[config.mk]
export PLATFORM = sky130hd
export DESIGN_NAME = ram_sequencer
export DESIGN_NICKNAME = d
export VERILOG_FILES = /design/src/rtl/ram_sequencer_pkg.sv /design/src/rtl/ram_sequencer_dwell.sv /design/src/rtl/ram_sequencer.sv
export SDC_FILE = /design/constraint.sdc
export NUM_CORES = 1
export LEC_CHECK = 0
export CAP_MARGIN = 25
export CORE_MARGIN = 2
export CORE_UTILIZATION = 45
export CTS_CLUSTER_DIAMETER = 60
export DETAILED_ROUTE_END_ITERATION = 16
export GPL_TIMING_DRIVEN = 0
export PLACE_DENSITY = 0.79
export SLEW_MARGIN = 40
export SYNTH_ARGS = -nofsm -noshare
export SYNTH_HDL_FRONTEND = slang
export SYNTH_SLANG_ARGS = --single-unit
[constraint.sdc]
create_clock -name clock -period 4.45 [get_ports clock]
set_input_delay 1.1125 -clock clock [delete_from_list [all_inputs] [get_ports clock]]
set_output_delay 1.1125 -clock clock [all_outputs]
set_load 0.05 [all_outputs]
[src/rtl/ram_sequencer_pkg.sv]
// Shared types and sizing for the RAM fill/scan sequencer.
// Holds the FSM state encoding and the RAM geometry.
package ram_sequencer_pkg;

    localparam int ADDR_W = 5;
    localparam int DATA_W = 8;
    localparam int DEPTH  = 32;

    localparam logic [ADDR_W-1:0] LAST_ADDR = ADDR_W'(DEPTH - 1);

    typedef enum logic [2:0] {
        S_IDLE,
        S_FILL,
        S_RD_ADDR,
        S_RD_WAIT,
        S_SHOW,
        S_DONE
    } state_t;

endpackage

[src/rtl/ram_sequencer_dwell.sv]
// Loadable down-counter with zero flag, used to time how long each scanned value is shown.
// Zero-latency flag: zero reflects the current count; counting stops at zero.
module dwell_counter #(
    parameter int W = 8
) (
    input  logic         clock,
    input  logic         resetn,
    input  logic         load,
    input  logic         dec,
    input  logic [W-1:0] load_val,
    output logic         zero
);

    logic [W-1:0] count;

    always_ff @(posedge clock or negedge resetn) begin
        if (!resetn) begin
            count <= '0;
        end else if (load) begin
            count <= load_val;
        end else if (dec && (count != '0)) begin
            count <= count - 1'b1;
        end
    end

    assign zero = (count == '0);

endmodule

[src/rtl/ram_sequencer.sv]
// Fills a 32x8 RAM with seed+address, or scans it out to a display one value at a time.
// FILL takes 32 cycles; SCAN takes 32*(2+DWELL) cycles; start is ignored while busy.
module ram_sequencer
    import ram_sequencer_pkg::*;
#(
    parameter int DWELL = 4
) (
    input  logic              clock,
    input  logic              resetn,
    input  logic              start,
    input  logic              mode,
    input  logic [DATA_W-1:0] seed,
    input  logic [DATA_W-1:0] q_in,
    output logic [ADDR_W-1:0] address,
    output logic [DATA_W-1:0] data,
    output logic              wren,
    output logic [DATA_W-1:0] disp_value,
    output logic              disp_valid,
    output logic              busy,
    output logic              done
);

    // The counter is loaded with DWELL-1 so that SHOW lasts DWELL cycles
    // including the cycle in which the zero flag is seen.
    localparam logic [7:0] DWELL_LOAD = 8'(DWELL - 1);

    state_t            state;
    state_t            state_nxt;
    logic [ADDR_W-1:0] addr;
    logic [DATA_W-1:0] seed_q;
    logic              dwell_load;
    logic              dwell_dec;
    logic              dwell_zero;

    dwell_counter #(.W(8)) u_dwell (
        .clock    (clock),
        .resetn   (resetn),
        .load     (dwell_load),
        .dec      (dwell_dec),
        .load_val (DWELL_LOAD),
        .zero     (dwell_zero)
    );

    always_ff @(posedge clock or negedge resetn) begin
        if (!resetn) begin
            state <= S_IDLE;
        end else begin
            state <= state_nxt;
        end
    end

    always_comb begin
        state_nxt  = state;
        dwell_load = 1'b0;
        dwell_dec  = 1'b0;
        case (state)
            S_IDLE: begin
                if (start) begin
                    state_nxt = mode ? S_FILL : S_RD_ADDR;
                end
            end
            S_FILL: begin
                if (addr == LAST_ADDR) begin
                    state_nxt = S_DONE;
                end
            end
            S_RD_ADDR: begin
                state_nxt = S_RD_WAIT;
            end
            S_RD_WAIT: begin
                dwell_load = 1'b1;
                state_nxt  = S_SHOW;
            end
            S_SHOW: begin
                if (dwell_zero) begin
                    state_nxt = (addr == LAST_ADDR) ? S_DONE : S_RD_ADDR;
                end else begin
                    dwell_dec = 1'b1;
                end
            end
            S_DONE: begin
                state_nxt = S_IDLE;
            end
            default: begin
                state_nxt = S_IDLE;
            end
        endcase
    end

    // The address stops at 31 and is cleared on the way into DONE, so it never wraps within an operation.
    always_ff @(posedge clock or negedge resetn) begin
        if (!resetn) begin
            addr       <= '0;
            seed_q     <= '0;
            disp_value <= '0;
            disp_valid <= 1'b0;
        end else begin
            case (state)
                S_IDLE: begin
                    if (start) begin
                        addr   <= '0;
                        seed_q <= seed;
                        if (!mode) begin
                            disp_valid <= 1'b0;
                        end
                    end
                end
                S_FILL: begin
                    addr <= (addr == LAST_ADDR) ? '0 : addr + 1'b1;
                end
                S_RD_WAIT: begin
                    disp_value <= q_in;
                    disp_valid <= 1'b1;
                end
                S_SHOW: begin
                    if (dwell_zero) begin
                        addr <= (addr == LAST_ADDR) ? '0 : addr + 1'b1;
                    end
                end
                S_DONE: begin
                    addr <= '0;
                end
                default: begin
                end
            endcase
        end
    end

    // Decoded straight from state so that reset drops wren without waiting for a clock edge.
    assign wren    = (state == S_FILL);
    assign data    = wren ? (seed_q + DATA_W'(addr)) : '0;
    assign address = addr;
    assign busy    = (state != S_IDLE);
    assign done    = (state == S_DONE);

endmodule
Yosys cells after proc, flatten, opt, wreduce, memory -nomap -nowiden
Cells that the tools add are included.

storage, ports and cells
  flip-flop bits (word level) = 33
  input port bits = 20

cells by class
  $add $sub $neg = 3
  equality and inequality tests = 10
  muxes and demuxes = 19
  reductions and logical operators = 12

operator list
  operator                                          number
  two-way mux 8 bit                                 3
  case mux 5 bit (4 select lines)                   1
  two-way mux 5 bit                                 3
  case mux 3 bit (5 select lines)                   1
  two-way mux 3 bit                                 4
  AND reduction 3 bit                               3
  adder 8 x 5 -> 8 bit                              1
  logical NOT 8 bit                                 1
  nonzero test 8 bit                                1
  subtractor 8 x 1 -> 8 bit, second input constant  1
  == test 3 x 2 -> 1 bit, second input constant     2
  == test 3 bit, second input constant              2
  != test 2 bit, second input constant              3
  adder 5 x 1 -> 5 bit, second input constant       1
  == test 5 bit, second input constant              1
  two-way mux 1 bit                                 5
  nonzero test 2 bit                                2
  nonzero test 4 bit                                1
  == test 3 x 1 -> 1 bit, second input constant     1
  logical NOT 3 bit                                 1
  nonzero test 3 bit                                1
  two-way mux 2 bit                                 1
  != test 2 x 1 -> 1 bit, second input constant     1
  case mux 1 bit (2 select lines)                   1
  2 further kinds                                   2

Depth between registers and ports, before layout
Gate-level depths: netlist of the first run.

  depth after elaboration = 6
  gate-level depth with buffers = 6
  gate-level depth less buffers = 6

Hierarchy
Synthesis of the first run repeated with hierarchy kept, for this count alone.

second synthesis, totals
  cell total of the unflattened synthesis = 212
  area total of the unflattened synthesis = 2037.0 µm²

modules (own cells, without submodules)
  module         instances  cells each  area an instance (µm²)
  ram_sequencer  1          144         1461.4
  dwell_counter  1          68          575.6

Worst setup path before layout of the first run
Ideal clock, no wire load.

  kind = register -> output
  from = reg addr[0] (netlist: address[0])
  to = out data[6]
  arrival time = 2.522 ns
  data required time = 3.338 ns
  slack = 0.815 ns
  stages on the path, launching flop included = 7
  cell sequence = dfrtp_1 -> ha_1 -> fa_1 -> a21o_1 -> a21boi_0 -> o21ai_0 -> a21oi_1

between the ends
  cells in the longest elaborated chain, start to end = 2

ends and longest elaborated chain
  element                   RTL line              RTL
  start: declaration        ram_sequencer.sv:29   logic [ADDR_W-1:0] addr;
  start signal: assignment  ram_sequencer.sv:109  addr <= (addr == LAST_ADDR) ? '0 : addr + 1'b1;
  start signal: assignment  ram_sequencer.sv:117  addr <= (addr == LAST_ADDR) ? '0 : addr + 1'b1;
  adder 8 x 5 -> 8 bit      ram_sequencer.sv:131  assign data = wren ? (seed_q + DATA_W'(addr)) : '0;
  two-way mux 8 bit         ram_sequencer.sv:131
  end: declaration          ram_sequencer.sv:15   output logic [DATA_W-1:0] data,

No other way between the ends.

Worst setup path after layout of the first run
Same ends and word-level chain as after synthesis.

==> out/summary.txt, run 1 <==
layout cells sized above 1 - 10.9%
switch share - 48.6%
Reg2Reg Setup Slack - 2.52 ns
internal power - 1080 uW
CP arrival - 2.86 ns
vias per cell - 5.44
Avg WL per Cell - 13.5 microns
post-CTS sizing - 0
Pwr Total - 2100 uW
TritonRoute pass-1 iters - 5
largest net degree at the start of global routing - 24
final WL - 4.16 mm
total of max-cap violations - 0
sequential group share of total power - 25.4%
DP HPWL - 3.13 mm
Slew @ Worst Pin - 0.521 ns
post-route insts no fill - 308
Die Area - 4870 sq um
Setup Skew - 0.00698 ns
worst-case clock buffer depth - 2
CP required - 3.34 ns
WL met3 - 240 microns
Met2 Wirelength - 2.02 mm
Tightest Hold Check Type - reg2reg
Psw - 1020 uW
Post-synth EDFFs - 0
post-layout util - 63.4%
final setup vio count - 0
hold_buf cts - 0
min Tclk post-route - 3.97 ns
initial DRC count - 124
CP Class - reg2out
port bufs - 44
vias in the first global route - 1,614
CTS clk-pin slew, worst paths - 0.07 ns
outcome - finished, final reports clean
routability cong. - 0.800
layout overhead on the synthesized area - 32.9%
H-tree Lvls - 2
Yosys reg bits - 33
dpl cells - 300
post-place setup slack - 0.819 ns
ys async rst share - 100%
Avg Inst Size Synth - 9.50 sq um
Seq/Total Area, Yosys - 42.4%
GRT overflow - 0
Synth Flop Type - dfrtp_1
clock latency on the worst-skew pair - 0.28 ns
unrepaired setup endpoints after global routing - no
combinational share of power - 60.8%
Initial Util - 47.7%
CP max FO - 6
uppermost layer routed - met4
Die Ht - 69.8 microns
Max Clock Freq - 252 MHz
Max Slew Vio Count - 0
Cell variety after synth - 47
P_leak - 0.00119 uW
synth warn - 0
Worst setup SP type - register
antenna viol nets, final - 0
cell chosen for the clock root - clkbuf_8
Crit path max-delay family - buffers and inverters
Setup TNS - 0 ns
TritonCTS buffer count - 5
CTS tree - done
DRC errors left - 0
I/O pin count - 45
Site Rows - 23
Die Width - 69.8 microns
post-CTS setup buffer count - 0
Tot GR Track Use - 18.2%
Pwr Density - 809 nW/um^2
Antenna Diode Count - 0
Synth Cell Area - 1950 sq um
CTS Sinks - 33
Max IR drop VDD - 0.393 mV
vias - 1,676
Setup crit end kind - primary output
initial antenna violation count - 0
CP peak stage delay - 0.81 ns
Slew headroom - 65.2%
first-pass GRT wire length - 7.27 mm
core box area - 4090 sq um
PnR worst setup slack - 0.482 ns
final number of hold-violating endpoints - 0
Clk pwr share - 13.8%
Syn Nets - 236
fin nets - 288
Gate Count Post-Synth - 205
Buf/Inv on CP - 1
Crit-path slowest cell - clkdlybuf4s50_1
Final period util - 89.2%
CP cell instances - ha_1 > fa_1 > a21o_1 > a21boi_0 > o21ai_0 > a21oi_1 > clkdlybuf4s50_1
M1 WL - 1.89 mm
[final timing paths]
kind | startpoint | endpoint | cells after the start
min in group asynchronous | resetn | address[1] | 1
min | disp_value[0] | disp_value[0] | 2
max in group asynchronous | resetn | disp_value[6] | 2
max reg2reg | u_dwell.count[0] | address[0] | 6
max | address[0] | data[6] | 7
min reg2reg | disp_value[0] | disp_value[0] | 2
[cells by family after synthesis]
logic type / after synthesis / synth area share, %
AND/OR/NAND/NOR: 87 / 23.3
XOR/XNOR: 6 / 2.70
multiplexers: 10 / 5.59
adder cells (fa/ha/maj): 11 / 7.45
buffers and inverters: 18 / 3.79
flip-flops: 33 / 42.4
AO/OA/AOI/OAI: 40 / 14.8
[sequential cells by signal, indices dropped and copies added (netlist names)]
register,count
u_dwell.count,8
disp_value,8
state,3
seed_q,8
disp_valid,1
address,5
[cells in the final DEF (no fill, tap or decap), types with 2 or more instances in the layout]
master           instances
nand3_1                  6
a21boi_0                 2
o31a_1                   2
a21o_1                   3
inv_1                   10
and2_1                   4
o31ai_1                  2
nor3_1                   4
xor2_1                   4
mux2_2                   7
nand4_1                  2
nor2_1                  15
buf_2                    6
dfrtp_1                 33
nor2b_1                  4
mux2i_1                  3
clkbuf_8                 6
ha_1                    10
a211oi_1                 3
xnor2_1                  2
clkdlybuf4s50_1         43
o21ai_0                 12
a21oi_1                  5
nand2_1                 35
clkbuf_1                 4
or3_1                    2
nor3b_1                  3
nor4_1                   3
[routing by layer]
metal,track usage [%],vias to the layer above
met3,4.80,4
met2,31.0,48
met4,4.49,0
met5,0,-
li1,-,826
met1,23.1,798
[layout make-up]
type | instances | area (sq um)
Fill cell | 363 | 1500
Multi-Input combinational cell | 154 | 1050
Sequential cell | 33 | 826
Timing Repair Buffer | 45 | 463
Clock buffer | 7 | 86.3
Tap cell | 50 | 62.6
Inverter | 10 | 37.5
Buffer | 8 | 36.3
Clock inverter | 1 | 30.0
[tightest hold or removal path, delay by kind of cell, from the launching register on]
family        cells  cell delay [ns]
flops             1             0.34
simple gates      2             0.10
[power by group through the flow]
stage	clock network [uW]	registers, uW	logic (uW)
after floorplan	0	688	755
after global placement	0	528	1250
after detailed placement	0	536	1280
after CTS	294	533	1280
after global routing	311	552	1370
final	289	533	1270
[stage by stage]
step | area (sq um) | hold WS [ns]
global route | 2590 | 0.493
detailed placement | 2470 | 0.463
CTS | 2590 | 0.479
finish | 2590 | 0.476
global placement | 2450 | 0.458
floorplan | 1950 | 0.485
[Yosys cell counts, drive strengths merged, types with 3 or more instances]
cell	instances	share of area [%]
and2	4	1.3
clkbuf	3	0.58
a21oi	5	1.3
mux2	7	4.0
ha	10	6.4
inv	10	1.9
nand2	35	6.7
dfrtp	33	42
nor2	15	2.9
nor2b	4	1.3
o21ai	13	3.3
nor3	5	1.5
a21o	3	1.2
nand3	6	1.5
xor2	4	1.8
a211oi	3	1.2
mux2i	3	1.5
nor4	3	0.96
nor3b	4	2.1
buf	5	1.3
(Power assumes the default switching activity.)
==> run 2: changes to the inputs <==
--- a/config.mk
+++ b/config.mk
@@ -5,7 +5,7 @@
 export SDC_FILE = /design/constraint.sdc
 export NUM_CORES = 1
 export LEC_CHECK = 0
-export CAP_MARGIN = 25
+export CORE_ASPECT_RATIO = 0.7
 export CORE_MARGIN = 2
 export CORE_UTILIZATION = 45
 export CTS_CLUSTER_DIAMETER = 60
==> constraint.sdc (replaced) <==
create_clock -name clock -period 4.45 [get_ports clock]
set_input_delay 0.89 -clock clock [delete_from_list [all_inputs] [get_ports clock]]
set_output_delay 0.89 -clock clock [all_outputs]
set_load 0.05 [all_outputs]
==> run 2 against run 1 <==
- total power shrank 0.96%
- largest cell class unchanged
- sequential power grew 0.8%
- highest routed layer unchanged
- sequential share of layout area grew 0.15 points
- routed wire length grew 7.9%
- core utilization grew 0.40 points
- critical path type unchanged
- first-iteration DRC count shrank 49%
==> out/summary.txt, run 2 (synthesized netlist as in run 1, its figures left out) <==
Buf/Inv on CP - 1 (unchanged)
CTS tree - done (unchanged)
Worst setup SP type - register (unchanged)
Avg WL per Cell - 14.5 microns (was 13.5 microns)
switch share - 50.1% (was 48.6%)
DP HPWL - 3.32 mm (was 3.13 mm)
Pwr Total - 2070 uW (was 2100 uW)
Slew headroom - 66.3% (was 65.2%)
Stages on worst setup path - 7 (unchanged)
first-pass GRT wire length - 7.74 mm (was 7.27 mm)
FILL cells - 361 (was 363)
Clk pwr share - 12.1% (was 13.8%)
initial DRC count - 63 (was 124)
antenna viol nets, final - 0 (unchanged)
final number of hold-violating endpoints - 0 (unchanged)
Site Rows - 19 (was 23)
CP max FO - 6 (unchanged)
GRT overflow - 0 (unchanged)
Pwr Density - 805 nW/um^2 (was 809 nW/um^2)
Hold Path Origin - disp_value[0] (unchanged)
I/O pin count - 45 (unchanged)
core box area - 4040 sq um (was 4090 sq um)
DRC errors left - 0 (unchanged)
Tightest Hold Check Type - reg2reg (unchanged)
Max IR drop VDD - 0.527 mV (was 0.393 mV)
final WL - 4.49 mm (was 4.16 mm)
routability cong. - 0.821 (was 0.800)
TritonCTS buffer count - 5 (unchanged)
Die Ht - 59.1 microns (was 69.8 microns)
Setup crit end kind - primary output (unchanged)
layout overhead on the synthesized area - 32.3% (was 32.9%)
hold_buf cts - 0 (unchanged)
CTS Sinks - 33 (unchanged)
Setup TNS - 0 ns (unchanged)
Psw - 1040 uW (was 1020 uW)
largest net degree at the start of global routing - 21 (was 24)
min Tclk post-route - 3.84 ns (was 3.97 ns)
CP peak stage delay - 0.83 ns (was 0.81 ns)
CTS clk-pin slew, worst paths - 0.07 ns (about the same)
Tot GR Track Use - 21.2% (was 18.2%)
initial antenna violation count - 0 (unchanged)
Max Slew Vio Count - 0 (unchanged)
reg2reg path depth - 6 (unchanged)
Final period util - 86.2% (was 89.2%)
layout cells sized above 1 - 11.2% (was 10.9%)
worst-case clock buffer depth - 2 (unchanged)
fin nets - 288 (unchanged)
sequential group share of total power - 25.9% (was 25.4%)
P_leak - 0.00118 uW (was 0.00119 uW)
CP Class - reg2out (unchanged)
combinational share of power - 62.0% (was 60.8%)
unrepaired setup endpoints after global routing - no (unchanged)
vias - 1,695 (was 1,676)
Antenna Diode Count - 0 (unchanged)
port bufs - 44 (unchanged)
Initial Util - 48.2% (was 47.7%)
vias in the first global route - 1,704 (was 1,614)
Critical path origin - address[0] (unchanged)
final setup vio count - 0 (unchanged)
vias per cell - 5.47 (was 5.44)
Crit-path slowest cell - clkdlybuf4s50_1 (unchanged)
Setup Skew - 0.00510 ns (was 0.00698 ns)
outcome - finished, final reports clean (unchanged)
Max Clock Freq - 261 MHz (was 252 MHz)
Area after DPL - 2480 sq um (was 2470 sq um)
Die Width - 82.6 microns (was 69.8 microns)
commonest non-fill, non-tap cell in the layout - clkdlybuf4s50_1 (unchanged)
Slew @ Worst Pin - 0.503 ns (was 0.521 ns)
post-CTS sizing - 0 (unchanged)
clock latency on the worst-skew pair - 0.29 ns (was 0.28 ns)
Largest regs - disp_value: 8 flops, seed_q: 8 flops, u_dwell.count: 8 flops (unchanged)
Crit path max-delay family - buffers and inverters (unchanged)
Crit Reg-Reg Startpoint - u_dwell.count[0] (unchanged)
internal power - 1030 uW (was 1080 uW)
post-CTS setup buffer count - 0 (unchanged)
CP required - 3.56 ns (was 3.34 ns)
CP arrival - 2.95 ns (was 2.86 ns)
WHS Path Cells - 2 (unchanged)
total of max-cap violations - 0 (unchanged)
cell chosen for the clock root - clkbuf_8 (unchanged)
Die Area - 4880 sq um (was 4870 sq um)
CP cell instances - ha_1 > fa_1 > a21o_1 > a21boi_0 > o21ai_0 > a21oi_1 > clkdlybuf4s50_1 (unchanged)
TritonRoute pass-1 iters - 4 (was 5)
H-tree Lvls - 2 (unchanged)
design area - 2580 sq um (was 2590 sq um)
most frequent cells in the layout - clkdlybuf4s50_1 (43), nand2_1 (35), dfrtp_1 (33), nor2_1 (15), o21ai_0 (12) (unchanged)
[run 2: cell types whose count changed in the layout (fill, tap and decap cells not counted)]
cell / previous run / this run
clkinv_2: 0 / 1
clkbuf_8: 6 / 7
clkbuf_1: 4 / 3
bufinv_16: 1 / 0
[run 2: worst min-delay path, cell delays in order, from the launching register on]
cell     delay, ns
dfrtp_1       0.35
nand2_1       0.05
nand2_1       0.05
[run 2: cell type report]
class / instances / area [sq um] / share of cell area (%)
Multi-Input combinational cell: 154 / 1050 / 40.7
Buffer: 8 / 36.3 / 1.41
Sequential cell: 33 / 826 / 32.0
Timing Repair Buffer: 45 / 463 / 18.0
Inverter: 10 / 37.5 / 1.46
Clock buffer: 7 / 96.3 / 3.74
Clock inverter: 1 / 5.00 / 0.194
Tap cell: 52 / 65.1 / 2.52
[run 2: routing by layer]
| metal | vias up | wire length (microns) | track usage, % | share of wire [%] |
|---|---|---|---|---|
| met5 | - | 0 | 0 | 0 |
| met4 | 0 | 44 | 6.09 | 0.98 |
| met3 | 6 | 242 | 5.34 | 5.4 |
| met2 | 52 | 1910 | 31.3 | 42 |
| met1 | 808 | 2300 | 31.1 | 51 |
| li1 | 829 | - | - | - |
[run 2: power groups by stage]
stage	Clock, uW	Combinational, uW	Sequential [uW]
global route	272	1400	556
finish	251	1290	537
detailed placement	0	1280	537
floorplan	0	755	688
CTS	257	1290	536
global placement	0	1260	534
[run 2: worst paths after layout]
path,to,slack [ns]
hold / removal,disp_value[0],0.48
min in group asynchronous,disp_value[2],0.51
hold reg to reg,disp_value[0],0.48
setup / recovery,data[6],0.61
setup reg to reg,address[3],2.42
max in group asynchronous,state[1],3.52
[run 2: through the flow]
step | hold WS, ns | setup slack [ns] | std cells | util (%)
floorplan | 0.485 | 1.04 | 205 | -
global placement | 0.459 | 0.991 | 301 | 60.7
detailed placement | 0.465 | 0.946 | 302 | 61.3
CTS | 0.485 | 0.613 | 310 | 63.8
global route | 0.504 | 0.469 | 310 | 63.8
finish | 0.480 | 0.615 | 310 | 63.8
